$ cat config.mk
export PLATFORM = sky130hd
export DESIGN_NAME = seg7_display_ctrl_flat
export DESIGN_NICKNAME = d
export VERILOG_FILES = /design/src/rtl/seg7_display_ctrl_if.sv /design/src/rtl/seg7_display_ctrl.sv /design/src/flat_wrapper.sv
export SDC_FILE = /design/constraint.sdc
export NUM_CORES = 1
export LEC_CHECK = 0
export CAP_MARGIN = 20
export CORE_UTILIZATION = 45
export DETAILED_ROUTE_END_ITERATION = 10
export GPL_TIMING_DRIVEN = 0
export HOLD_SLACK_MARGIN = 0.15
export MAX_ROUTING_LAYER = met4
export PLACE_DENSITY_LB_ADDON = 0.1
export SETUP_SLACK_MARGIN = 0.02
export SLEW_MARGIN = 10
export SYNTH_ARGS = -nofsm -noshare
export SYNTH_HDL_FRONTEND = slang
export SYNTH_SLANG_ARGS = --single-unit
$ cat constraint.sdc
create_clock -name clk -period 3.25 [get_ports clk]
set_input_delay 0.65 -clock clk [delete_from_list [all_inputs] [get_ports clk]]
set_output_delay 0.65 -clock clk [all_outputs]
set_load 0.005 [all_outputs]
$ cat src/rtl/seg7_display_ctrl_if.sv
// Signal bundle between a status-register producer and the 7-segment display controller.
interface seg7_display_ctrl_if #(
  parameter int NUM_DIGITS = 3,
  parameter int DATA_W     = 12
);
  logic                    load;
  logic [DATA_W-1:0]       data_in;
  logic                    mode_dec;
  logic                    blank_lz;
  logic                    blink_en;
  logic                    busy;
  logic                    valid;
  logic                    overflow;
  logic [7*NUM_DIGITS-1:0] seg;

  modport master (
    output load, data_in, mode_dec, blank_lz, blink_en,
    input  busy, valid, overflow, seg
  );

  modport slave (
    input  load, data_in, mode_dec, blank_lz, blink_en,
    output busy, valid, overflow, seg
  );
endinterface

$ cat src/rtl/seg7_display_ctrl.sv
// N-digit active-low 7-segment controller: hex or double-dabble decimal, leading-zero
// blanking, overflow dashes and whole-display blinking from a registered display image.
module seg7_display_ctrl #(
  parameter int NUM_DIGITS = 3,
  parameter int DATA_W     = 12,
  parameter int BLINK_DIV  = 25000000
) (
  input  logic               clk,
  input  logic               rst,
  seg7_display_ctrl_if.slave bus
);

  localparam int BCD_W = 4*NUM_DIGITS + 4;
  localparam int CNT_W = $clog2(DATA_W + 1);
  localparam int BLK_W = $clog2(BLINK_DIV);

  function automatic longint unsigned pow10m1(input int unsigned n);
    longint unsigned p;
    p = 1;
    for (int unsigned k = 0; k < n; k++) p = p * 10;
    return p - 1;
  endfunction

  localparam longint unsigned DEC_MAX = pow10m1(NUM_DIGITS);

  // Returned in abcdefg order (a is the MSB of the result).
  function automatic logic [6:0] glyph(input logic [3:0] nib);
    case (nib)
      4'h0:    return 7'b0000001;
      4'h1:    return 7'b1001111;
      4'h2:    return 7'b0010010;
      4'h3:    return 7'b0000110;
      4'h4:    return 7'b1001100;
      4'h5:    return 7'b0100100;
      4'h6:    return 7'b0100000;
      4'h7:    return 7'b0001111;
      4'h8:    return 7'b0000000;
      4'h9:    return 7'b0001100;
      4'hA:    return 7'b0001000;
      4'hB:    return 7'b1100000;
      4'hC:    return 7'b0110001;
      4'hD:    return 7'b1000010;
      4'hE:    return 7'b0110000;
      default: return 7'b0111000;
    endcase
  endfunction

  typedef enum logic [1:0] {IDLE, CONV, UPD} state_t;
  state_t state, state_nxt;

  logic [DATA_W-1:0]       val, sh;
  logic                    dec_q, blz_q;
  logic [BCD_W-1:0]        bcd, adj, hexv, src;
  logic [CNT_W-1:0]        bit_cnt;
  logic [7*NUM_DIGITS-1:0] disp, disp_nxt;
  logic                    valid_q, ovf_q, ovf_nxt;
  logic [BLK_W-1:0]        blk_cnt;
  logic                    phase;
  logic                    lead;
  logic [3:0]              nib;
  logic [6:0]              g;
  int unsigned             di;

  always_ff @(posedge clk or posedge rst) begin
    if (rst) state <= IDLE;
    else     state <= state_nxt;
  end

  always_comb begin
    state_nxt = state;
    case (state)
      IDLE:    if (bus.load) state_nxt = bus.mode_dec ? CONV : UPD;
      CONV:    if (bit_cnt == CNT_W'(DATA_W - 1)) state_nxt = UPD;
      UPD:     state_nxt = IDLE;
      default: state_nxt = IDLE;
    endcase
  end

  always_comb begin
    adj = bcd;
    for (int unsigned i = 0; i < NUM_DIGITS + 1; i++)
      if (bcd[4*i +: 4] >= 4'd5) adj[4*i +: 4] = bcd[4*i +: 4] + 4'd3;
  end

  // Digits are scanned from the top so blanking stops at the first nonzero digit.
  always_comb begin
    hexv     = BCD_W'(val);
    src      = dec_q ? bcd : hexv;
    ovf_nxt  = dec_q ? (64'(val) > DEC_MAX) : ((val >> (4*NUM_DIGITS)) != '0);
    lead     = blz_q;
    disp_nxt = '1;
    di       = 0;
    nib      = '0;
    g        = '1;
    for (int unsigned k = 0; k < NUM_DIGITS; k++) begin
      di  = NUM_DIGITS - 1 - k;
      nib = src[4*di +: 4];
      if (ovf_nxt) begin
        g = 7'b1111110;
      end else if (lead && nib == 4'd0 && di != 0) begin
        g = 7'b1111111;
      end else begin
        lead = 1'b0;
        g    = glyph(nib);
      end
      for (int unsigned b = 0; b < 7; b++) disp_nxt[7*di + b] = g[6 - b];
    end
  end

  always_ff @(posedge clk or posedge rst) begin
    if (rst) begin
      val     <= '0;
      sh      <= '0;
      dec_q   <= 1'b0;
      blz_q   <= 1'b0;
      bcd     <= '0;
      bit_cnt <= '0;
      disp    <= '1;
      valid_q <= 1'b0;
      ovf_q   <= 1'b0;
    end else begin
      valid_q <= 1'b0;
      case (state)
        IDLE: if (bus.load) begin
          val     <= bus.data_in;
          sh      <= bus.data_in;
          dec_q   <= bus.mode_dec;
          blz_q   <= bus.blank_lz;
          bcd     <= '0;
          bit_cnt <= '0;
        end
        CONV: begin
          bcd     <= BCD_W'({adj, sh[DATA_W-1]});
          sh      <= {sh[DATA_W-2:0], 1'b0};
          bit_cnt <= bit_cnt + 1'b1;
        end
        UPD: begin
          disp    <= disp_nxt;
          valid_q <= 1'b1;
          ovf_q   <= ovf_nxt;
        end
        default: ;
      endcase
    end
  end

  always_ff @(posedge clk or posedge rst) begin
    if (rst) begin
      blk_cnt <= '0;
      phase   <= 1'b0;
    end else if (blk_cnt == BLK_W'(BLINK_DIV - 1)) begin
      blk_cnt <= '0;
      phase   <= ~phase;
    end else begin
      blk_cnt <= blk_cnt + 1'b1;
    end
  end

  assign bus.busy     = (state != IDLE);
  assign bus.valid    = valid_q;
  assign bus.overflow = ovf_q;
  assign bus.seg      = disp | {(7*NUM_DIGITS){bus.blink_en & phase}};

endmodule
$ cat src/flat_wrapper.sv
// flat-port wrapper written by rule: the top's interface ports become plain ports
module seg7_display_ctrl_flat 
#(
  parameter int NUM_DIGITS = 3,
  parameter int DATA_W     = 12,
  parameter int BLINK_DIV  = 25000000
)
  (clk, rst, bus_load, bus_data_in, bus_mode_dec, bus_blank_lz, bus_blink_en, bus_busy, bus_valid, bus_overflow, bus_seg);
  seg7_display_ctrl_if #(.NUM_DIGITS(NUM_DIGITS), .DATA_W(DATA_W)) bus_i ();
  input  logic clk;
  input  logic rst;
  input wire logic [$bits(bus_i.load)-1:0] bus_load;
  input wire logic [$bits(bus_i.data_in)-1:0] bus_data_in;
  input wire logic [$bits(bus_i.mode_dec)-1:0] bus_mode_dec;
  input wire logic [$bits(bus_i.blank_lz)-1:0] bus_blank_lz;
  input wire logic [$bits(bus_i.blink_en)-1:0] bus_blink_en;
  output wire logic [$bits(bus_i.busy)-1:0] bus_busy;
  output wire logic [$bits(bus_i.valid)-1:0] bus_valid;
  output wire logic [$bits(bus_i.overflow)-1:0] bus_overflow;
  output wire logic [$bits(bus_i.seg)-1:0] bus_seg;
  assign bus_i.load = bus_load;
  assign bus_i.data_in = bus_data_in;
  assign bus_i.mode_dec = bus_mode_dec;
  assign bus_i.blank_lz = bus_blank_lz;
  assign bus_i.blink_en = bus_blink_en;
  assign bus_busy = bus_i.busy;
  assign bus_valid = bus_i.valid;
  assign bus_overflow = bus_i.overflow;
  assign bus_seg = bus_i.seg;
  seg7_display_ctrl #(.NUM_DIGITS(NUM_DIGITS), .DATA_W(DATA_W), .BLINK_DIV(BLINK_DIV)) u_core (.clk(clk), .rst(rst), .bus(bus_i));
endmodule
==> flow_metrics.env <==
export IMPL_timing_fmax_mhz=324
export IMPL_synth_fp_nets=609
export IMPL_maxCapViolCount=0
export IMPL_die_h_um=111
export IMPL_busiest_layer="met2"
export IMPL_grtUsageMet3_pct=3.35
export IMPL_post_cts_resized=0
export IMPL_first_global_vias=4040
export IMPL_fin_crit_sh_pct=95.0
export IMPL_synthXorXnorAreaFrac_pct=2.98
export IMPL_cts_root_buffer="clkbuf_16"
export IMPL_cts_inserted_buffers=9
export IMPL_htree_levels=3
export IMPL_avgSynthCellArea_sq_um=9.33
export IMPL_io_pins=42
export IMPL_grt_pass1_wl_mm=20.3
export IMPL_synth_simple_gate_area_share_pct=21.3
export IMPL_final_cell_mix="83 x nand2_1, 72 x dfrtp_1, 41 x clkdlybuf4s50_1, 39 x nor2_1, 29 x a21oi_1"
export IMPL_via_count=4362
export IMPL_antenna_found_initial=0
export IMPL_vias_per_cell=5.67
export IMPL_drive_above_1_share_pct=10.2
export IMPL_totalWireLength_mm=12.4
export IMPL_critPathKind="flip-flop to flip-flop"
export IMPL_path_clk_slew_ns=0.06
export IMPL_p_per_area_nw_per_um2=893
export IMPL_startpoint_type="flip-flop"
export IMPL_placementRows=39
export IMPL_grt_use_met2_pct=32.3
export IMPL_synth_compound_area_share_pct=16.7
export IMPL_synth_ff_type="dfrtp_1"
export IMPL_nNetsFinal=662
export IMPL_dpl_cell_area_sq_um=5920
export IMPL_yosys_cell_types_count=59
export IMPL_ant_nets=0
export IMPL_hold_viol=0
export IMPL_status="finished, final reports clean"
export IMPL_hold_path_class="flip-flop to flip-flop"
export IMPL_pre_cts_ws_ns=0.266
export IMPL_io_buffers=41
export IMPL_max_slew_margin_pct=46.2
export IMPL_worst_slack_ns=0.164
export IMPL_ctsHoldBuffers=0
export IMPL_drc=0
export IMPL_synthMuxAreaShare_pct=5.88
export IMPL_async_reset_ff_share_pct=100
export IMPL_finalSetupViolations=0
export IMPL_grt_usage_pct=21.4
export IMPL_seq_area_frac_synth_pct=44.4
export IMPL_rsz0062_at_grt="false"
export IMPL_cts_sinks=93
export IMPL_gp_congestion=0.848
export IMPL_antenna_cells=0
export IMPL_synth_top_family_by_area="simple AND/OR/NAND/NOR gates"
export IMPL_post_cts_buffers=0
export IMPL_worstPathMaxFanout=10
export IMPL_clk_path_buf_depth=2
export IMPL_grt_ovfl_total=0
export IMPL_p_leak_nw=2.65
export IMPL_worstPathRequired_ns=3.50
export IMPL_firstDrtPassIters=5
export IMPL_initial_core_util_pct=46.2
export IMPL_final_cell_area_sq_um=6190
export IMPL_met1_usage_pct=29.0
export IMPL_area_delta_synth_final_pct=16.8
export IMPL_syn_inst=568
export IMPL_cts_tree="built"
export IMPL_worstSkewPairLatency_ns=0.35
export IMPL_core_sq_um=11500
export IMPL_die_area_sq_um=12200
export IMPL_yosys_warnings=0
export IMPL_tightest_slew_ns=0.785
export IMPL_dp_hpwl_mm=8.97
export IMPL_grt_max_degree=52
export IMPL_ys_ff_latch=93
export IMPL_die_w_um=111
export IMPL_worst_setup_path_end_kind="flip-flop"
export IMPL_final_common_cell="nand2_1"
export IMPL_finalMaxSlewViolations=0
export IMPL_synthTopCellsByArea="dfrtp_1 34%, dfstp_2 10%, nand2_1 5.9%"
export IMPL_vdd_drop_max_uv=428
export IMPL_drt_initial_drc_count=264
export IMPL_syn_area_sq_um=5300
export IMPL_finalCriticalPeriod_ns=3.09
export IMPL_cp_arrival_ns=3.34
export IMPL_fin_skew_ns=0.00658
export IMPL_synth_top_area_cell="dfrtp_1"
export IMPL_synth_top_area_share_pct=34.0
export IMPL_synth_edf_count=0
export IMPL_routedWlPerCell_um=16.2
export IMPL_synth_adder_area_share_pct=5.43
[kinds of logic after synthesis]
kind of cell	count (synthesis)
xor+xnor	18
compound gates	134
simple gates	228
fa+ha+maj	23
mux	30
flops	93
buf+inv	42
[flip-flops by register name, indices dropped and copies added, names as in the netlist]
name / flops
u_core.bcd: 12
u_core.bit_cnt: 4
u_core.state: 2
u_core.bus.overflow: 1
u_core.blk_cnt: 25
u_core.sh: 12
u_core.blz_q: 1
u_core.dec_q: 1
u_core.disp: 21
u_core.bus.valid: 1
u_core.phase: 1
u_core.val: 12
[worst max-delay path: stages, from the launching register on]
cell and delay (ns):
dfrtp_1 0.31, buf_2 0.15, buf_2 0.29, buf_2 0.34
mux2i_1 0.50, ha_1 0.37, mux2_2 0.27, a2111oi_0 0.66
nor2_1 0.08
[where the power goes]
| group | internal [mW] | total [mW] | switching, mW |
|---|---|---|---|
| Sequential | 1.62 | 1.92 | 0.299 |
| Clock | 0.517 | 0.975 | 0.458 |
| Combinational | 1.20 | 2.63 | 1.44 |
[cells in the mapped netlist, drive strengths merged, types with 6 or more instances]
library cell and number:
a31oi 13, nor2 39, nand2 83, o31ai 8, mux2i 21, xor2 10, nand2b 27, a22oi 12
dfstp 21, o21ai 29, buf 7, nand4 8, ha 23, nor4 8, a21oi 29, nor2b 15
nand3 14, mux2 9, inv 17, a22o 7, dfrtp 72, o22ai 6, or4 7, clkbuf 18
nor3 10, xnor2 8
[per-layer routing]
layer / wire length (um) / vias up
met5: 0 / -
met4: 242 / 0
met3: 513 / 18
met2: 5650 / 103
met1: 6020 / 2103
li1: - / 2138
[stage by stage]
step	std cells	util, %	hold slack (ns)	total power, mW	TNS, ns
global placement	752	51.3	0.464	4.46	-99.94
floorplan	568	-	0.442	3.68	0
finish	769	54.0	0.473	5.53	0
global route	769	54.0	0.512	5.93	0
CTS	769	54.0	0.480	5.54	0
detailed placement	753	51.6	0.471	4.55	0
[worst paths after layout]
check / cells after the start / to / slack, ns / startpoint
worst max register to register: 8 / u_core.disp[1]$_DFFE_PP1P_ / 0.16 / u_core.dec_q$_DFFE_PP0P_
min in group asynchronous: 2 / u_core.sh[6]$_DFFE_PP0P_ / 0.70 / rst
worst min-delay path: 1 / u_core.phase$_DFFE_PP0N_ / 0.47 / u_core.phase$_DFFE_PP0N_
worst min register to register: 1 / u_core.phase$_DFFE_PP0N_ / 0.47 / u_core.phase$_DFFE_PP0N_
max in group asynchronous: 3 / u_core.disp[8]$_DFFE_PP1P_ / 1.84 / rst
worst max-delay path: 8 / u_core.disp[1]$_DFFE_PP1P_ / 0.16 / u_core.dec_q$_DFFE_PP0P_
[layout make-up]
cell class / instances / area [sq um]
plain buffers: 25 / 108
clock buffers: 10 / 229
clock inverters: 6 / 40.0
fillers: 1075 / 5280
inverters: 17 / 66.3
multi-input cells: 433 / 2770
flip-flops and latches: 93 / 2350
well taps: 143 / 179
repair buffers: 42 / 438
(Power assumes the default switching activity.)
